`src/rtl/uart_tx_module.sv`:
```
// uart_tx_module: 8N1 UART transmitter fed by a multi-byte-per-clock FIFO.
//   clk      : system clock
//   rstn     : synchronous active-low reset
//   data     : up to N bytes per clock, data[0] is queued (and sent) first
//   push     : number of valid bytes in data this cycle (0..N)
//   can_push : free FIFO slots, capped at N (registered)
//   tx       : serial line, idle high (registered)
//   busy     : frame in progress or FIFO non-empty (registered)
module uart_tx_module #(
   parameter int unsigned clk_mhz  = 50,
   parameter int unsigned boadrate = 9600,
   parameter int unsigned DEPTH    = 4,
   parameter int unsigned N        = 4
) (
   input  logic                     clk,
   input  logic                     rstn,
   input  logic [N-1:0][7:0]        data,
   input  logic [$clog2(N+1)-1:0]   push,
   output logic [$clog2(N+1)-1:0]   can_push,
   output logic                     tx,
   output logic                     busy
);

   localparam int unsigned SCALE = clk_mhz * 1000 * 1000 / boadrate;
   localparam int unsigned CW    = $clog2(SCALE) + 1;
   localparam int unsigned PW    = $clog2(N + 1);
   localparam int unsigned AW    = (DEPTH > 1) ? $clog2(DEPTH) : 1;
   localparam int unsigned OW    = $clog2(DEPTH + 1);
   localparam int unsigned CAP0  = (N < DEPTH) ? N : DEPTH;

   typedef enum logic [1:0] {
      IDLE  = 2'd0,
      START = 2'd1,
      DATA  = 2'd2,
      STOP  = 2'd3
   } state_t;

   state_t          state_q, state_d;
   logic [CW-1:0]   cnt_q, cnt_d;
   logic [2:0]      bit_q, bit_d;
   logic [7:0]      shift_q, shift_d;
   logic            tx_d;
   logic            busy_d;
   logic            pop;

   logic [7:0]      mem [DEPTH];
   logic [AW-1:0]   rd_q, rd_d;
   logic [AW-1:0]   wr_q, wr_d;
   logic [OW-1:0]   occ_q, occ_d;
   logic [PW-1:0]   can_push_d;
   logic            push_ok;
   int unsigned     occ_n;
   int unsigned     free_n;

   // Serializer next-state: one byte per frame, pops happen on the edge that starts a frame.
   always_comb begin
      state_d = state_q;
      cnt_d   = cnt_q;
      bit_d   = bit_q;
      shift_d = shift_q;
      tx_d    = tx;
      pop     = 1'b0;
      case (state_q)
         IDLE: begin
            tx_d = 1'b1;
            if (occ_q != '0) begin
               pop     = 1'b1;
               shift_d = mem[rd_q];
               cnt_d   = CW'(SCALE - 1);
               tx_d    = 1'b0;
               state_d = START;
            end
         end
         START: begin
            if (cnt_q == '0) begin
               tx_d    = shift_q[0];
               cnt_d   = CW'(SCALE - 1);
               bit_d   = 3'd0;
               state_d = DATA;
            end else begin
               cnt_d = cnt_q - CW'(1);
            end
         end
         DATA: begin
            if (cnt_q == '0) begin
               cnt_d = CW'(SCALE - 1);
               if (bit_q != 3'd7) begin
                  // shift_q[1] is the bit that becomes shift_q[0] after this edge
                  shift_d = shift_q >> 1;
                  bit_d   = bit_q + 3'd1;
                  tx_d    = shift_q[1];
               end else begin
                  tx_d    = 1'b1;
                  state_d = STOP;
               end
            end else begin
               cnt_d = cnt_q - CW'(1);
            end
         end
         STOP: begin
            if (cnt_q == '0) begin
               // Back-to-back frames: start bit begins on the edge ending the stop bit.
               if (occ_q != '0) begin
                  pop     = 1'b1;
                  shift_d = mem[rd_q];
                  cnt_d   = CW'(SCALE - 1);
                  tx_d    = 1'b0;
                  state_d = START;
               end else begin
                  state_d = IDLE;
               end
            end else begin
               cnt_d = cnt_q - CW'(1);
            end
         end
         default: begin
            state_d = IDLE;
            tx_d    = 1'b1;
         end
      endcase
   end

   // FIFO bookkeeping: all-or-nothing pushes judged against the registered free count.
   always_comb begin
      push_ok    = (push != '0) && (push <= can_push);
      occ_n      = 32'(occ_q) + (push_ok ? 32'(push) : 32'd0) - (pop ? 32'd1 : 32'd0);
      occ_d      = OW'(occ_n);
      free_n     = DEPTH - occ_n;
      can_push_d = PW'((free_n < N) ? free_n : N);
      rd_d       = pop ? AW'((32'(rd_q) + 32'd1) % DEPTH) : rd_q;
      wr_d       = push_ok ? AW'((32'(wr_q) + 32'(push)) % DEPTH) : wr_q;
      busy_d     = (state_d != IDLE) || (occ_d != '0);
   end

   // State and control registers.
   always_ff @(posedge clk) begin
      if (!rstn) begin
         state_q  <= IDLE;
         cnt_q    <= '0;
         bit_q    <= '0;
         shift_q  <= '0;
         tx       <= 1'b1;
         busy     <= 1'b0;
         rd_q     <= '0;
         wr_q     <= '0;
         occ_q    <= '0;
         can_push <= PW'(CAP0);
      end else begin
         state_q  <= state_d;
         cnt_q    <= cnt_d;
         bit_q    <= bit_d;
         shift_q  <= shift_d;
         tx       <= tx_d;
         busy     <= busy_d;
         rd_q     <= rd_d;
         wr_q     <= wr_d;
         occ_q    <= occ_d;
         can_push <= can_push_d;
      end
   end

   // FIFO storage: data[i] lands i slots after the write pointer.
   always_ff @(posedge clk) begin
      if (rstn && push_ok) begin
         for (int i = 0; i < N; i++) begin
            if (PW'(i) < push) begin
               mem[AW'((32'(wr_q) + 32'(i)) % DEPTH)] <= data[i];
            end
         end
      end
   end

endmodule

```
`config.mk`:
```
export PLATFORM = sky130hd
export DESIGN_NAME = uart_tx_module
export DESIGN_NICKNAME = d
export VERILOG_FILES = /design/src/rtl/uart_tx_module.sv
export SDC_FILE = /design/constraint.sdc
export NUM_CORES = 1
export LEC_CHECK = 0
export CAP_MARGIN = 20
export CORE_UTILIZATION = 55
export DETAILED_ROUTE_END_ITERATION = 10
export PLACE_DENSITY_LB_ADDON = 0.1
export SLEW_MARGIN = 20
export SYNTH_ARGS = -nofsm -noshare
export SYNTH_HDL_FRONTEND = slang
export SYNTH_SLANG_ARGS = --single-unit
```
`constraint.sdc`:
```
create_clock -name clk -period 14 [get_ports clk]
set_input_delay 3.5 -clock clk [delete_from_list [all_inputs] [get_ports clk]]
set_output_delay 3.5 -clock clk [all_outputs]
set_load 0.05 [all_outputs]
```
==> metrics <==
GPL Wtd Cong=0.982; clk root buf=clkbuf_8; status=completed; top-count cell post-synth=a21oi_1; Worst Path Required=14.23 ns; Setup Viol. Count Final=0; startpoint types=input port; register area=0.00178 sq mm; reg-to-reg startpoint=state_q[0]$_SDFF_PN0_; PwrDens=191 mW/mm^2; hold endpoint=bit_q[2]$_SDFFE_PN0P_; Worst-Skew Late Latency=0.35 ns; Gate Count Post-Synth=550; global-route wire length before repair=21400 um; syn_nets=608; Max H-tree Level=3; Max Cap Violations=0; Post-Syn Area=0.00496 sq mm; Min-Delay Startpoint=bit_q[2]$_SDFFE_PN0P_; post-detail-place hpwl=9500 um; vias in the first global route=4338; Max IR drop VDD=0.000191 V; die area=0.00940 sq mm; share of the synthesized area in the top cell type=19.4%; total iterations of the first detailed-routing run=6; Fillers=739; fraction of the cycle the final worst path needs=55.2%; crit path buf inv count=4; Multi-input gate area=0.00295 sq mm; combinational power share=53.9%; hold path depth=2; sequential area share after synthesis=35.9%; top-level I/O count=42; Leak=2.02 nW; routed vias/inst=6.62; Final Skew=0.0179 ns; Area contributors post-synth=edfxtp_1 19%, dfxtp_1 17%, a21oi_1 7.3%; cells along the critical path=clkdlybuf4s50_1 -> ha_1 -> o21ai_0 -> a32o_1 -> buf_4 -> nand2_1 -> ha_1 -> inv_1 -> ha_1 -> fa_1 -> inv_1 -> ha_1 -> nor4bb_1 -> a21oi_1 -> o32ai_1 -> a221oi_1 -> nand3b_1; largest net degree at the start of global routing=42; CP Max Fanout=41; hold_buf cts=0; NumNets Final=632; r2r worst-path depth=15; Max Slew Vio Count=0; min cycle time layout=7.72 ns; share of post-route cells with drive strength above 1=13.3%; Tot Pwr=0.00107 W; Reg power frac=30.2%; unrepaired setup endpoints after global routing=false; TritonCTS clock tree=done; Arrival @ worst endpoint=7.95 ns; Pint=0.000609 W; Num CTS Buffers=9; post-CTS resize count=0; port bufs=41; CTS Sinks=73; Max transition margin=48.6%; Crit path top cell by count=ha_1; number of flops mapped to enable cells by yosys=32; die height=97.0 um; clk slew on worst S/H paths=0.08 ns; CP peak stage delay=0.92 ns; Final Hold Viols=0; kind of end point of the critical path=flop; DRT antenna net count=0; initial DRC count=320; Crit path max-delay family=adder cells; Yosys reg bits=73; num rows=34; wire length per cell=18.6 um; DRC=0; Starting Density=56.9%; asr flop ratio synth=0%; Post-CTS Setup Inserts=0; vias=4547; Slew @ Worst Pin=0.771 ns; Clock Power Share=15.9%; Synth cell types=73; Yosys top cell by area=edfxtp_1; GRT overflow=0; Worst R2R End=can_push[2]$_SDFF_PN1_; Area growth syn-to-layout=13.3%; reg2reg setup slack=9.66 ns; Inserted Diodes=0; initial antenna violation count=0; YS warnings=0; Mean Syn Cell Area=9.02 sq um; Die Width=97.0 um; Setup Total Neg Slack=0 ns; Switching Share=43.3%; NetSw=0.000466 W; critical path's slowest cell=clkdlybuf4s50_1; Max Root-Sink Buffers=2; GR Util All Layers=27.9%; Max Freq=0.129 GHz; Top FF cell, synth=dfxtp_1; WL final=12800 um; HP Class=reg -> reg; synth cell count leaders=72 x a21oi_1, 58 x nor2_1, 43 x nand2_1; core area=0.00872 sq mm; Setup CP Type=in -> reg
-- worst register-to-register path: stages (launching register included) --
cell	delay (ns)
dfxtp_1	0.40
ha_1	0.43
or4b_2	0.66
nor4_4	0.23
o21a_1	0.26
ha_1	0.17
inv_1	0.04
ha_1	0.20
fa_1	0.55
inv_1	0.08
ha_1	0.25
nor4bb_1	0.29
a21oi_1	0.08
o32ai_1	0.24
a221oi_1	0.17
nand3b_1	0.18
-- metal layers --
metal | track usage (%) | wire (um) | up-vias
met3 | 5.78 | 921 | 11
li1 | - | - | 2173
met1 | 38.3 | 5830 | 2165
met4 | 6.89 | 127 | 0
met5 | 0 | 0 | -
met2 | 45.1 | 5890 | 198
-- stage by stage --
stage / std cells / cell area (sq um) / hold WS, ns / utilization (%) / setup WS [ns]
2_1_floorplan: 550 / 4960 / 0.454 / - / 7.10
3_3_place_gp: 671 / 5410 / 0.468 / 62.0 / 6.20
3_5_place_dp: 671 / 5410 / 0.488 / 62.0 / 5.97
4_1_cts: 687 / 5620 / 0.498 / 64.4 / 6.33
5_1_grt: 687 / 5620 / 0.517 / 64.4 / 5.95
6_report: 687 / 5620 / 0.492 / 64.4 / 6.28
-- power by group through the flow --
| stage | Sequential (W) | Clock, W | Combinational [W] |
|---|---|---|---|
| after floorplan | 0.000322 | 0 | 0.000442 |
| after global placement | 0.000326 | 0 | 0.000552 |
| after detailed placement | 0.000329 | 0 | 0.000572 |
| after CTS | 0.000325 | 0.000176 | 0.000574 |
| after global routing | 0.000332 | 0.000183 | 0.000640 |
| final | 0.000325 | 0.000171 | 0.000579 |
-- cells by family (layout without fill, tap and decap cells) --
logic type,count (synthesis),after routing,share of synthesized area [%]
XOR/XNOR,7,7,1.24
buffers and inverters,57,86,4.82
adder cells (fa/ha/maj),21,21,5.45
multiplexers,16,16,5.25
flip-flops,73,73,35.9
AND/OR/NAND/NOR,169,169,18.1
AO/OA/AOI/OAI,207,207,29.3
-- registers in the layout (all words and copies together), names as in the netlist, named ones only --
name      flops
cnt_q        14
state_q       2
occ_q         3
can_push      3
rd_q          2
busy          1
shift_q       8
tx            1
mem          32
bit_q         3
wr_q          2
-- final cells by class --
cell class,count,share of cell area [%]
sequential,73,31.7
timing repair buffer,47,8.10
multi-input combinational,420,52.4
tap,108,2.40
clock buffer,10,2.65
clock inverter,6,1.16
inverter,23,1.54
-- cell usage in the layout, fill, tap and decap left out, drive strengths merged, types with 10 or more instances in the layout --
cell type / n
o21a: 13
nand2: 43
a21oi: 72
edfxtp: 32
o31ai: 10
o221a: 30
dfxtp: 41
nor2: 58
o21ai: 15
clkdlybuf4s50: 41
inv: 22
ha: 20
nor3: 11
o22ai: 32
clkbuf: 10
-- worst max path at each step --
stage,start,to,slack (ns),depth (start not counted)
3_3_place_gp,push[2],can_push[2]$_SDFF_PN1_,6.20,17
5_1_grt,push[2],can_push[2]$_SDFF_PN1_,5.95,17
6_report,push[2],can_push[2]$_SDFF_PN1_,6.28,17
2_1_floorplan,push[1],can_push[2]$_SDFF_PN1_,7.10,17
4_1_cts,push[2],can_push[2]$_SDFF_PN1_,6.33,17
3_5_place_dp,push[2],can_push[2]$_SDFF_PN1_,5.97,17
(Power assumes the default switching activity.)
==> RTL edit 1: new RTL, same flow settings <==
`boadrate`: 9600 -> 2400.
--- a/src/rtl/uart_tx_module.sv
+++ b/src/rtl/uart_tx_module.sv
@@ -10,3 +10,3 @@
    parameter int unsigned clk_mhz  = 50,
-   parameter int unsigned boadrate = 9600,
+   parameter int unsigned boadrate = 2400,
    parameter int unsigned DEPTH    = 4,
Check against the original RTL: same outputs for any inputs over 10 cycles, from zero or initial values and one cycle with rstn low; that may be too few to reach the edited logic, so the function may still have changed.
==> RTL edit 1 against the unedited design <==
First-iteration DRC count is 43% lower. Register-to-register slack worse by 40 ps. Count of clock-buffer cells in the layout is the same. Highest routed layer unchanged. Final area fell by 5.4%. Critical path type unchanged. Synthesized cell count shrank 8.9%. Area after synthesis is 5.4% lower. Via count decreased by 14%. Global-route usage is 2.1 points lower. Routed wire length shrank 15%. Setup slack better by 310 ps. Power is 0.99% lower. Sequential cell count is 2 higher. Non-clock buffer count fell by 4.
==> RTL edit 1: results (changes against the unedited design) <==
[run_status]
outcome=completed  ; unchanged

[finish]
layout.comb_gates.multi_input=376  ; was 420
reg_top3=mem (32), cnt_q (16), shift_q (8)  ; was mem (32), cnt_q (14), shift_q (8)
multi_input_area_um2=2650  ; was 2950 µm²

[synthesis]
syn_area_per_cell_um2=9.36  ; was 9.02 µm²
synth_compound_area_frac=0.194  ; was 0.293
synthAdderAreaFrac=0.0576  ; was 0.0545
synthTopCellsByArea=edfxtp_1, dfxtp_1, mux2i_1, a21oi_1, ha_1  ; was edfxtp_1, dfxtp_1, a21oi_1, o221a_2, ha_1
synthMuxAreaShare=0.130  ; was 0.0525

[min_path]
hold_end=shift_q[4]  ; was bit_q[2]

[worst_setup_path]
cp-startpoint=push[1]  ; was push[2]
cpMaxStageDelayCell=o21ai_1  ; was clkdlybuf4s50_1
r2r-end=can_push[0]  ; was can_push[2]
cp.arrival_ps=7710  ; was 7950 ps

[power_and_ir_drop]
power_density_nw_per_um2=200  ; was 191 nW/µm²
peakVddDrop_mv=0.0836  ; was 0.191 mV
switching_share=0.431  ; was 0.433

[global_routing]
met3_usage=0.0507  ; was 0.0578
use_met2=0.424  ; was 0.451
grt_max_degree=44  ; was 42
grt_usage=0.258  ; was 0.279
grt_pass1_vias=3591  ; was 4338

[timing]
relSlewSlack=0.344  ; was 0.486
finClkSkew_ps=8.03  ; was 17.9 ps

[drt]
wire_per_inst_um=17.0  ; was 18.6 µm

[RTL edit 1: changes by cell type after synthesis, sizes merged, moves of 15 or more]
cell,before,now
o221a,30,1
o21ai,15,31
nor2,58,30
mux2i,8,36
nand3,8,24
a21oi,72,57
[RTL edit 1: per-layer routing]
metal	up-vias	share of wire
li1	1930	-
met1	1840	0.46
met2	123	0.48
met3	11	0.046
met4	0	0.012
met5	-	0
[RTL edit 1: per-stage QoR]
step                      utilization  setup slack [ps]  cell area (µm²)
after floorplan                     -              7200             4690
after global placement          0.623              6430             5120
after detailed placement        0.623              6230             5120
after CTS                       0.647              6610             5320
after global routing            0.647              6320             5320
final                           0.647              6590             5320
[RTL edit 1: worst max path at each step]
stage,slack (ps),depth (start not counted),to
after CTS,6610,16,can_push[0]
after detailed placement,6230,16,can_push[1]
final,6590,16,can_push[0]
after floorplan,7200,16,can_push[0]
after global routing,6320,16,can_push[0]
after global placement,6430,16,can_push[0]
==> RTL edit 2: new RTL, same settings <==
Made on the original files. Register the output `can_push` once more; this adds one clock of latency there. The other outputs are not delayed to match. Comments in the files are not updated.
--- a/src/rtl/uart_tx_module.sv
+++ b/src/rtl/uart_tx_module.sv
@@ -36,2 +36,4 @@
    } state_t;
+
+   logic [$clog2(N+1)-1:0] can_push_s0;
 
@@ -124,3 +126,3 @@
    always_comb begin
-      push_ok    = (push != '0) && (push <= can_push);
+      push_ok    = (push != '0) && (push <= can_push_s0);
       occ_n      = 32'(occ_q) + (push_ok ? 32'(push) : 32'd0) - (pop ? 32'd1 : 32'd0);
@@ -146,3 +148,3 @@
          occ_q    <= '0;
-         can_push <= PW'(CAP0);
+         can_push_s0 <= PW'(CAP0);
       end else begin
@@ -157,3 +159,3 @@
          occ_q    <= occ_d;
-         can_push <= can_push_d;
+         can_push_s0 <= can_push_d;
       end
@@ -172,2 +174,6 @@
 
+   always_ff @(posedge clk) begin
+      can_push <= can_push_s0;
+   end
+
 endmodule
Formal check against the unedited RTL: not equivalent (Yosys sat finds a counterexample within 4 cycles, from zero or initial values and one cycle with rstn low).
==> RTL edit 2 against the unedited design <==
Combinational power fell by 12%. Highest routed layer unchanged. Power fell by 5.2%. Sequential cell count rose by 3. Fmax rose by 6.8%. Setup slack improved by 490 ps. Area after synthesis fell by 1.3%. Final area fell by 1.6%. Routed wire length fell by 6.0%. Largest power group unchanged.
==> RTL edit 2: results (changes against the unedited design) <==
[run_status]
outcome=completed  ; unchanged

[global_routing]
grt_pass1_wl_mm=19.4  ; was 21.4 mm
grt_pass1_vias=3944  ; was 4338
grt_max_degree=41  ; was 42
grt_usage=0.272  ; was 0.279
grtUsageMet1=0.368  ; was 0.383

[timing]
finClkSkew_ps=14.6  ; was 17.9 ps
fin_hold_ws_ps=366  ; was 492 ps

[worst_setup_path]
r2r_slack_ps=10050  ; was 9660 ps
r2r-end=can_push_s0[0]  ; was can_push[2]
cp_max_fo=40  ; was 41
reg2reg_from=cnt_q[0]  ; was state_q[0]

[placement]
pre_cts_slack_ps=6420  ; was 5970 ps
dpl.cell_count=666  ; was 671
hpwl_mm=8.77  ; was 9.50 mm
gp_congestion=0.955  ; was 0.982

[power_and_ir_drop]
p_int_uw=589  ; was 609 µW
leakage_nw=2.01  ; was 2.02 nW

[synthesis]
synthTopCellsByArea=edfxtp_1, dfxtp_1, a21oi_1, ha_1, a311oi_1  ; was edfxtp_1, dfxtp_1, a21oi_1, o221a_2, ha_1
synth_common_cells=a21oi_1, o21ai_0, dfxtp_1, nor2_1, inv_1  ; was a21oi_1, nor2_1, nand2_1, dfxtp_1
synth_cell_types=56  ; was 73

[drt]
wire_per_inst_um=17.6  ; was 18.6 µm
drtIter0Drc=260  ; was 320
dr.pass1.iters=5  ; was 6
routed_via_density=6.42  ; was 6.62

[finish]
nets=628  ; was 632
nFillCells=770  ; was 739
drive_above_1_share=0.0730  ; was 0.133
stdcell_count=683  ; was 687

[min_path]
min_from=can_push_s0[1]  ; was bit_q[2]
hold_end=can_push[1]  ; was bit_q[2]

## RTL edit 2: critical path: stages
cell,delay (ps)
clkdlybuf4s50_1,720
ha_1,330
and3b_1,200
o21ai_2,130
buf_4,350
nand2_1,110
ha_1,280
inv_1,40
ha_1,190
fa_1,500
inv_1,60
ha_1,250
nor4bb_1,290
a21oi_1,70
o22ai_1,150
a21oi_1,120
a211oi_1,230
## RTL edit 2: cell families (layout without fill, tap and decap cells)
group / after synthesis / after routing / synth area share
AOI/OAI and AO/OA: 215 / 215 / 0.287
and+or+nand+nor: 138 / 138 / 0.143
buffers and inverters: 79 / 99 / 0.0667
DFF: 76 / 76 / 0.376
adders and majority gates: 22 / 22 / 0.0573
muxes: 20 / 20 / 0.0614
xor gates and xnor gates: 5 / 5 / 0.00895
## RTL edit 2: worst max path at each step
stage / startpoint / endpoint / slack (ps) / depth (start not counted)
after detailed placement: push[2] / can_push_s0[0] / 6420 / 17
final: push[2] / can_push_s0[0] / 6770 / 17
after global placement: push[2] / can_push_s0[0] / 6570 / 17
after CTS: push[2] / can_push_s0[0] / 6810 / 17
after global routing: push[2] / can_push_s0[0] / 6480 / 17
after floorplan: push[2] / can_push_s0[0] / 6980 / 17
## RTL edit 2: power groups by stage
stage               sequential [mW]  clock (mW)  combinational [mW]
floorplan                     0.330           0               0.396
global placement              0.334           0               0.483
detailed placement            0.336           0               0.497
CTS                           0.331       0.183               0.499
global route                  0.339       0.193               0.571
finish                        0.331       0.180               0.508
## RTL edit 2: layout make-up
type                            instances  area, µm²  share of cell area
Inverter                               37        139              0.0251
Timing Repair Buffer                   46        455              0.0824
Clock inverter                          6       68.8              0.0124
Multi-Input combinational cell        400       2740               0.496
Tap cell                              108        135              0.0244
Clock buffer                           10        149              0.0269
Sequential cell                        76       1840               0.333
## RTL edit 2: per-layer routing
metal	share of wire	routed length, µm
met3	0.063	761
met5	0	0
met4	0.0086	103
met2	0.47	5680
met1	0.46	5470
## RTL edit 2: stage by stage
| step | cell area (µm²) | utilization |
|---|---|---|
| 5_1_grt | 5530 | 0.637 |
| 2_1_floorplan | 4890 | - |
| 6_report | 5530 | 0.637 |
| 3_5_place_dp | 5290 | 0.609 |
| 4_1_cts | 5500 | 0.634 |
| 3_3_place_gp | 5290 | 0.609 |
